## src/rtl/velocity_update_sequencer.sv

```systemverilog
// Walks a cell's velocity words: reads the particle count at address 0, then streams each
// velocity out for update and writes the result back. Optional cycle counter: VEL_SEQ_CYCLE_CNT_EN.
module velocity_update_sequencer #(
    parameter int DATA_WIDTH   = 96,
    parameter int ADDR_WIDTH   = 8,
    parameter int PARTICLE_NUM = 220,
    parameter int READ_LATENCY = 2
) (
    input  logic                  clk,
    input  logic                  rst_n,
    input  logic                  start,
    output logic                  busy,
    output logic                  done,
    output logic                  count_err,
    output logic [ADDR_WIDTH-1:0] particle_count,
    output logic [ADDR_WIDTH-1:0] mem_address,
    output logic [DATA_WIDTH-1:0] mem_data,
    output logic                  mem_rden,
    output logic                  mem_wren,
    input  logic [DATA_WIDTH-1:0] mem_q,
    output logic [DATA_WIDTH-1:0] v_out,
    output logic [ADDR_WIDTH-1:0] v_out_id,
    output logic                  v_out_valid,
    input  logic                  v_out_ready,
    input  logic [DATA_WIDTH-1:0] v_in,
    input  logic                  v_in_valid,
    output logic                  v_in_ready
`ifdef VEL_SEQ_CYCLE_CNT_EN
    ,
    output logic [31:0]           cycle_count
`endif
);

    localparam int LAT_W = (READ_LATENCY > 1) ? $clog2(READ_LATENCY + 1) : 1;
    localparam logic [ADDR_WIDTH-1:0] MAX_INDEX = ADDR_WIDTH'(PARTICLE_NUM - 1);

    typedef enum logic [3:0] {
        IDLE, RD_CNT, WAIT_CNT, RD_V, WAIT_V, SEND, RECV, WRITE, FIN
    } state_t;

    state_t                  state;
    state_t                  next_state;
    logic [LAT_W-1:0]        lat_cnt;
    logic [ADDR_WIDTH-1:0]   index;
    logic [DATA_WIDTH-1:0]   v_in_reg;
    logic [ADDR_WIDTH-1:0]   raw_count;
    logic                    lat_done;
    logic                    accept;
    logic                    more;

    // A count word beyond the memory depth saturates to the last usable address.
    function automatic logic [ADDR_WIDTH-1:0] clamp_count(input logic [ADDR_WIDTH-1:0] raw);
        return (raw > MAX_INDEX) ? MAX_INDEX : raw;
    endfunction

    assign raw_count = mem_q[ADDR_WIDTH-1:0];
    assign lat_done  = (lat_cnt == LAT_W'(READ_LATENCY - 1));
    assign accept    = (state == IDLE) && start;
    assign more      = (index < particle_count);
    assign v_out_id  = index;

    always_ff @(posedge clk or negedge rst_n) begin
        if (!rst_n) begin
            state <= IDLE;
        end else begin
            state <= next_state;
        end
    end

    always_comb begin
        next_state = state;
        case (state)
            IDLE:     if (start) next_state = RD_CNT;
            RD_CNT:   next_state = WAIT_CNT;
            WAIT_CNT: if (lat_done) next_state = (raw_count == '0) ? FIN : RD_V;
            RD_V:     next_state = WAIT_V;
            WAIT_V:   if (lat_done) next_state = SEND;
            SEND:     if (v_out_ready) next_state = RECV;
            RECV:     if (v_in_valid) next_state = WRITE;
            WRITE:    next_state = more ? RD_V : FIN;
            FIN:      next_state = IDLE;
            default:  next_state = IDLE;
        endcase
    end

    always_comb begin
        busy        = (state != IDLE);
        done        = 1'b0;
        mem_rden    = 1'b0;
        mem_wren    = 1'b0;
        mem_address = '0;
        mem_data    = '0;
        v_out_valid = 1'b0;
        v_in_ready  = 1'b0;
        case (state)
            RD_CNT: mem_rden = 1'b1;
            RD_V: begin
                mem_rden    = 1'b1;
                mem_address = index;
            end
            SEND:   v_out_valid = 1'b1;
            RECV:   v_in_ready  = 1'b1;
            WRITE: begin
                mem_wren    = 1'b1;
                mem_address = index;
                mem_data    = v_in_reg;
            end
            FIN:    done = 1'b1;
            default: ;
        endcase
    end

    // Datapath registers: latency counter, count/index, captured velocities.
    always_ff @(posedge clk or negedge rst_n) begin
        if (!rst_n) begin
            lat_cnt        <= '0;
            index          <= '0;
            particle_count <= '0;
            count_err      <= 1'b0;
            v_out          <= '0;
            v_in_reg       <= '0;
        end else begin
            if ((state == WAIT_CNT) || (state == WAIT_V)) begin
                lat_cnt <= lat_done ? '0 : lat_cnt + LAT_W'(1);
            end else begin
                lat_cnt <= '0;
            end
            if (accept) begin
                count_err <= 1'b0;
            end
            if ((state == WAIT_CNT) && lat_done) begin
                particle_count <= clamp_count(raw_count);
                count_err      <= (raw_count > MAX_INDEX);
                index          <= ADDR_WIDTH'(1);
            end
            if ((state == WAIT_V) && lat_done) begin
                v_out <= mem_q;
            end
            if ((state == RECV) && v_in_valid) begin
                v_in_reg <= v_in;
            end
            if ((state == WRITE) && more) begin
                index <= index + ADDR_WIDTH'(1);
            end
        end
    end

`ifdef VEL_SEQ_CYCLE_CNT_EN
    always_ff @(posedge clk or negedge rst_n) begin
        if (!rst_n) begin
            cycle_count <= '0;
        end else if (accept) begin
            cycle_count <= '0;
        end else if (busy) begin
            cycle_count <= cycle_count + 32'd1;
        end
    end
`endif

endmodule

```

## config.mk

```make
export PLATFORM = sky130hd
export DESIGN_NAME = velocity_update_sequencer
export DESIGN_NICKNAME = d
export VERILOG_FILES = /design/src/rtl/velocity_update_sequencer.sv
export SDC_FILE = /design/constraint.sdc
export NUM_CORES = 1
export LEC_CHECK = 0
export ABC_AREA = 1
export BUFFER_PORTS_ARGS = -buffer_cell sky130_fd_sc_hd__buf_2
export CORE_ASPECT_RATIO = 2
export CORE_UTILIZATION = 30
export DETAILED_ROUTE_END_ITERATION = 8
export GPL_ROUTABILITY_DRIVEN = 0
export MAX_ROUTING_LAYER = met4
export PLACE_DENSITY_LB_ADDON = 0.08
export SYNTH_ARGS = -nofsm -noshare
export SYNTH_HDL_FRONTEND = slang
export SYNTH_SLANG_ARGS = --single-unit
```

## constraint.sdc

```tcl
create_clock -name clk -period 2.15 [get_ports clk]
set_input_delay 0.43 -clock clk [delete_from_list [all_inputs] [get_ports clk]]
set_output_delay 0.43 -clock clk [all_outputs]
set_load 0.05 [all_outputs]
```

---- Yosys cells after proc, flatten, opt, wreduce, memory -nomap -nowiden ----
Cells that the tools add are included.
word-level totals
  register bits ........................... 215
  memories kept ........................... 0
  latch bits .............................. 0
  word-level logic and storage cells ...... 61
  RAM bits ................................ 0
  bits in read-only memories .............. 0
  output and inout bits ................... 223
cells by class
  $lt $le $gt $ge ......................... 2
  divide/modulo/power cells ............... 0
  shifts and indexed selects .............. 0
  multipliers ............................. 0
  add/sub/neg operators ................... 2
  muxes and demuxes ....................... 22
  equality and inequality tests ........... 14
  reduce and logical (&&, ||, !) cells .... 14
  bitwise gates (word level) .............. 0
operators by type and width
  operator               count
  $mux W96               1
  $mux W8                4
  $pmux W4 S8            1
  $mux W4                7
  $eq A4 B3 Y1 const B   4
  $ne A2 B2 Y1 const B   5
  $add A8 B1 Y8 const B  1
  $eq A4 B2 Y1 const B   2
  $gt A8 B8 Y1 const B   1
  $logic_not A8 Y1       1
  $lt A8 B8 Y1           1
  $mux W1                7
  $logic_and A1 B1 Y1    5
  $reduce_and A5 Y1      1
  $eq A4 B1 Y1 const B   1
  $eq A4 B4 Y1 const B   1
  $logic_not A4 Y1       1
  $mux W2                2
  $reduce_bool A2 Y1     2
  $reduce_bool A4 Y1     1
  $reduce_or A2 Y1       2
  $add A2 B1 Y2 const B  1
  $eq A2 B1 Y1 const B   1
  $logic_or A1 B1 Y1     1

---- Longest topological paths before layout ----
Gate-level depths: netlist of the first run.
  depth in word-level cells ............... 4
  depth in mapped cells ................... 12
  depth with buffers taken out ............ 12

---- Least setup slack after synthesis of the first run ----
Ideal clock, no wire load.
  path type ............................... register -> output
  start ................................... reg state[3]
  end ..................................... out mem_data[55]
  path slack .............................. -465 ps
  buffers on the path ..................... 2
  data required time ...................... 1720 ps
  stages on the path, launching flop included .. 8
  arrival ................................. 2185 ps
  path through ............................ dfrtp_1 inv_2 nand2_4 nor2_2 inv_2 buf_2 buf_2 nor2_1
on the way
  longest elaborated chain between the ends .. 2
RTL lines
  what                      RTL line  RTL
  start: declaration        41        state_t state;
  start signal: assignment  66        state <= next_state;
  $eq A4 B3 Y1              95        case (state)
  $mux W96                  95
  end: declaration          17        output logic [DATA_WIDTH-1:0] mem_data,
Every way passes these cells.

---- Final worst setup path of the first run ----
  start ................................... reg state[3]
  end ..................................... out mem_data[57]
The elaborated chain is that of the path after synthesis.

==> run_results.csv, run 1 <==
group,metric,value,unit
status,status,"finished, violations left",
status,violations,"setup timing",
yosys,synth_edf_count,0,
critical_path,cp_num_cells,9,
critical_path,cp-start-kind,"register",
timing,relSlewSlack,0.725,
placed_design,place_ws,158,ps
timing,worst_slack,-197,ps
clock_network,clk_path_buf_depth,3,
critical_path,crit_chain,"inv_2 > nand2_4 > nor2_4 > inv_8 > buf_12 > buf_12 > buf_16 > nor2_4 > buf_6",
floorplan,pin_count,420,
timing,worst_slew_pin_slew,413,ps
worst_hold_path,hold_depth,2,
layout,fin_area,0.0146,mm^2
yosys,async_flop_share,1.00,
drt,drt-total-wl,31.4,mm
critical_path,rrSetupSlack,230,ps
layout,drive_gt1_frac,0.510,
yosys,synthTopCellsByArea,"dfrtp_1 57%, nor2_1 8.7%, mux2_4 7.0%",
grt,grt_pass1_wl,47.1,mm
timing,finalSetupTns,-12960,ps
yosys,ys_types,27,
timing,finalCriticalPeriod,2350,ps
timing,slew_violations,0,
worst_hold_path,hp-start,"mem_q[57]",
layout,area_growth,56.2,%
critical_path,worstSetupPathType,"reg2out",
critical_path,cpPeakStageDelay,410,ps
floorplan,start_util,0.305,
yosys,yosys-top-cells-count,"216 x nor2_1, 215 x dfrtp_1, 137 x inv_1",
clock_network,clk_pin_slew,60,ps
critical_path,crit_required,1720,ps
timing,setup_viol_count_final,97,
drt,drc,0,
yosys,synth_flop_cell,"dfrtp_1",
floorplan,coreArea,0.0307,mm^2
yosys,ys_ff_latch,215,
floorplan,die_x,127,um
timing,hold_viol_final,0,
yosys,yosysTopAreaCellShare,0.574,
critical_path,critPathTopFamily,"buffers and inverters",
yosys,syn_nets,1136,
critical_path,arrival,1920,ps
critical_path,critPathSlowestCell,"dfrtp_2",
grt,grt_remaining_overflow,0,
grt,track_usage,0.200,
timing,timing.final.crit_share,1.09,
layout,utilization,0.476,
layout,fill_cells,2962,
floorplan,die_area,0.0320,mm^2
layout,fin_nets,1587,
timing,worst_hold_slack,140,ps
timing,max_freq,426,MHz
power_and_ir_drop,power_density,1590,mW/mm^2
clock_network,cts_tree,"done",
clock_network,clock-root-buffer,"clkbuf_16",
placed_design,postPlaceCellArea,0.0123,mm^2
yosys,synth_seq_area_share,0.574,
grt,grt_max_degree,77,
run,cap_violations,0,
floorplan,rows,91,
critical_path,path_buf_inv,6,
yosys,yosysWarningCount,0,
critical_path,worst-r2r-cell-count,8,
yosys,yosysMostFrequentCell,"nor2_1",
yosys,syn_avg_cell_area,10.1,um^2
clock_network,numCtsBuffers,22,
timing,rsz0062_at_grt,"yes",
clock_network,htreeDepth,1,
yosys,synth_top_area_cell,"dfrtp_1",
power_and_ir_drop,ir_worst_vdd,0.994,mV
grt,grt_pass1_vias,8470,
drt,drt_first_iter_violations,299,
drt,avgRoutedWirePerCell,17.6,um
drt,vias,8018,
timing,fin_worst_skew,5.85,ps
worst_hold_path,hold_path.class,"in2reg",
critical_path,r2r_end,"v_out_id[5]$_DFFE_PN0P_",
critical_path,reg2reg_from,"v_out_id[5]$_DFFE_PN0P_",
critical_path,end_kind,"output port",
placed_design,dp_hpwl,22.9,mm
grt,antenna_found_initial,13,
drt,routed_via_density,4.49,
worst_hold_path,hold_end,"v_out[57]$_DFFE_PN0P_",
drt,postRouteAntennaNets,0,
yosys,syn-cell-area,0.00937,mm^2
power_and_ir_drop,p_leak,7.67,nW
clock_network,clock_sinks,215,
placed_design,io_buffers,419,
clock_network,insertion_delay,520,ps
floorplan,fp.dieH,252,um
critical_path,crit_path_max_fanout,7,
yosys,syn_inst,931,
drt,drtPass1Iterations,4,
cell type report:
| cell class | count | area (um^2) | area share |
|---|---|---|---|
| clock inverter | 8 | 115 | 0.00786 |
| tap | 372 | 465 | 0.0318 |
| timing repair buffer | 471 | 3670 | 0.251 |
| clock buffer | 32 | 659 | 0.0450 |
| inverter | 142 | 541 | 0.0369 |
| sequential | 215 | 5380 | 0.368 |
| antenna | 14 | 35.0 | 0.00239 |
| multi-input combinational | 530 | 3770 | 0.258 |
power by group:
part	internal (W)	switching [W]	total, W
clock	0.00249	0.00168	0.00416
combinational	0.00383	0.00860	0.0124
sequential	0.00592	0.000739	0.00666
total	0.0122	0.0110	0.0233
cells in the final DEF, fill, tap and decap left out, types with 12 or more instances in the layout:
| cell | instances |
|---|---|
| nor2_2 | 27 |
| nand2_1 | 57 |
| nand3_1 | 12 |
| diode_2 | 14 |
| buf_8 | 22 |
| mux2_4 | 44 |
| buf_6 | 87 |
| o21ai_0 | 24 |
| buf_2 | 309 |
| buf_4 | 24 |
| mux2_2 | 44 |
| nor2_1 | 119 |
| clkbuf_16 | 26 |
| buf_12 | 16 |
| nor2_4 | 73 |
| a21oi_1 | 100 |
| inv_1 | 135 |
| dfrtp_1 | 212 |
stage by stage:
step	power [W]	cells
after floorplan	0.0151	931
after global placement	0.0178	1703
after detailed placement	0.0180	1703
after CTS	0.0233	1764
after global routing	0.0244	1782
final	0.0233	1784
cell families (layout without fill, tap and decap cells):
family          after synthesis  count (layout)  share of synthesized area
flops                       215             215                      0.574
compound gates              127             127                     0.0686
simple gates                304             304                      0.129
other cells                   0              14                          0
buf+inv                     186             653                     0.0910
mux                          88              88                      0.123
fa+ha+maj                     8               8                     0.0107
xor+xnor                      3               3                    0.00280
worst max path at each step:
stage | start | endpoint | slack (ps)
floorplan | state[1]$_DFFE_PN0P_ | mem_data[55] | -120
global placement | v_out_id[7]$_DFFE_PN0P_ | v_out_id[5]$_DFFE_PN0P_ | 210
detailed placement | state[3]$_DFFE_PN0P_ | mem_data[57] | 160
CTS | state[3]$_DFFE_PN0P_ | mem_data[57] | -250
global route | state[3]$_DFFE_PN0P_ | mem_data[52] | -260
finish | state[3]$_DFFE_PN0P_ | mem_data[57] | -200
layer usage:
layer,vias to the layer above,routed length [um],track usage
met2,306,17500,0.379
met1,3817,10600,0.191
li1,3823,-,-
met5,-,0,-
met3,72,1750,0.0337
met4,0,1490,0.103
repair_timing:
item,4_1_cts,5_1_grt
hold endpoints to repair,36,0
buffers inserted,15,4
endpoints found under the setup margin,107,103
hold buffers,1,0
gates resized for setup,293,36
pin swaps,3,6
cloned,5,4
(Power assumes the default switching activity.)
==> inputs of run 2 (changes only) <==
Settings changed: MAX_ROUTING_LAYER met4 to not set.
==> run_results.csv, run 2 (synthesized netlist as in run 1, its figures left out) <==
group,metric,value,unit
placed_design,place_ws,158,ps
layout,fin_area,0.0146,mm^2
grt,grt_remaining_overflow,0,
power_and_ir_drop,seqPwrFrac,0.286,
power_and_ir_drop,p_leak,7.67,nW
clock_network,clk_pin_slew,70,ps
grt,grt_pass1_wl,47.0,mm
layout,final_cell_mix,"309 x buf_2, 212 x dfrtp_1, 135 x inv_1",
timing,worst_slew_pin_slew,401,ps
critical_path,crit_required,1720,ps
clock_network,clk_path_buf_depth,3,
grt,track_usage,0.194,
power_and_ir_drop,power.total,0.0233,W
timing,slew_violations,0,
drt,postRouteAntennaNets,0,
layout,regArea,0.00538,mm^2
drt,vias,8017,
worst_hold_path,hold_path.class,"in2reg",
worst_hold_path,hold_end,"v_out[61]$_DFFE_PN0P_",
clock_network,cts_tree,"done",
drt,drtPass1Iterations,4,
power_and_ir_drop,internal_power,0.0122,W
floorplan,die_x,127,um
layout,drive_gt1_frac,0.510,
clock_network,clock_sinks,215,
power_and_ir_drop,p_comb_frac,0.534,
drt,drc,0,
placed_design,dp_hpwl,22.9,mm
drt,drt-total-wl,31.3,mm
power_and_ir_drop,ir_worst_vdd,0.995,mV
clock_network,clock-root-buffer,"clkbuf_16",
power_and_ir_drop,p_sw,0.0110,W
critical_path,arrival,1920,ps
layout,fin_nets,1587,
timing,timing.final.crit_share,1.09,
layout,utilization,0.476,
critical_path,worstSetupPathType,"reg2out",
floorplan,die_area,0.0320,mm^2
power_and_ir_drop,switching_share,0.474,
grt,grt_max_degree,77,
layout,layout_commonest_cell,"buf_2",
critical_path,startpoint,"state[3]$_DFFE_PN0P_",
timing,finalCriticalPeriod,2350,ps
status,violations,"setup timing",
worst_hold_path,hold_depth,2,
floorplan,start_util,0.305,
critical_path,r2r_end,"v_out_id[5]$_DFFE_PN0P_",
timing,fin_worst_skew,7.05,ps
drt,avgRoutedWirePerCell,17.6,um
status,status,"finished, violations left",
critical_path,worst-r2r-cell-count,8,
worst_hold_path,hp-start,"mem_q[61]",
grt,antenna_found_initial,13,
timing,setup_viol_count_final,97,
critical_path,crit_path_max_fanout,7,
power_and_ir_drop,power_density,1590,mW/mm^2
timing,hold_viol_final,0,
critical_path,rrSetupSlack,200,ps
timing,worst_slack,-202,ps
critical_path,reg2reg_from,"v_out_id[5]$_DFFE_PN0P_",
layout,area_growth,56.1,%
layout,fill_cells,2963,
clock_network,htreeDepth,1,
floorplan,fp.dieH,252,um
layout,multiInputGateArea,0.00377,mm^2
placed_design,postPlaceCellArea,0.0123,mm^2
run,cap_violations,0,
timing,max_freq,425,MHz
floorplan,coreArea,0.0307,mm^2
timing,relSlewSlack,0.732,
placed_design,io_buffers,419,
critical_path,end_kind,"output port",
critical_path,cp-start-kind,"register",
drt,routed_via_density,4.50,
floorplan,rows,91,
power_and_ir_drop,clkPwrFrac,0.180,
floorplan,pin_count,420,
grt,grt_pass1_vias,8481,
clock_network,numCtsBuffers,22,
clock_network,insertion_delay,520,ps
timing,rsz0062_at_grt,"yes",
drt,drt_first_iter_violations,249,
==> run 2: changes by cell type in the layout (fill, tap and decap cells not counted), sizes merged <==
cell and change:
diode -3
==> run 2: how the worst max path moves through the flow <==
stage	endpoint	slack (ps)	cells after the start
CTS	mem_data[57]	-250	9
finish	mem_data[57]	-200	9
global route	mem_data[52]	-260	9
global placement	v_out_id[5]$_DFFE_PN0P_	210	8
floorplan	mem_data[55]	-120	7
detailed placement	mem_data[57]	160	7
==> run 2: repair_timing <==
item | CTS | global route
buffers inserted | 15 | 4
setup endpoints to repair | 107 | 103
resized for setup | 293 | 35
hold buffers | 1 | 0
endpoints found under the hold margin | 36 | 0
pin swaps | 3 | 6
gates cloned | 5 | 4
==> run 2: worst max-delay path: stages, from the launching register on <==
cell and delay, ps:
dfrtp_2 410, inv_2 80, nand2_4 50, nor2_4 150, inv_8 60, buf_12 120
buf_12 130, buf_16 150, nor2_4 90, buf_6 160
==> run 2: per-stage QoR <==
step	cells	setup TNS, ps	hold WS (ps)
floorplan	931	-8670	134
global placement	1703	0	359
global route	1780	-18720	118
finish	1781	-13400	137
detailed placement	1703	0	361
CTS	1764	-17830	106
==> run 2: area by class of cell <==
cell class,instances,share of cell area
flip-flops and latches,215,0.368
multi-input cells,530,0.258
repair buffers,471,0.251
clock buffers,32,0.0451
inverters,142,0.0369
well taps,372,0.0318
clock inverters,8,0.00787
diodes,11,0.00188
==> run 2: power groups by stage <==
stage	Combinational, W	Clock [W]	Sequential [W]
final	0.0124	0.00418	0.00666
after CTS	0.0124	0.00432	0.00666
after global placement	0.0112	0	0.00668
after floorplan	0.00479	0	0.0103
after global routing	0.0131	0.00443	0.00689
after detailed placement	0.0112	0	0.00673
==> run 2: per-layer routing <==
| metal | track usage | share of wire | routed length [um] | vias up |
|---|---|---|---|---|
| met5 | 0 | 0.00083 | 26 | - |
| met4 | 0.104 | 0.048 | 1500 | 4 |
| met3 | 0.0363 | 0.056 | 1760 | 75 |
| met2 | 0.378 | 0.56 | 17500 | 305 |
| met1 | 0.188 | 0.33 | 10400 | 3812 |
| li1 | - | - | - | 3821 |
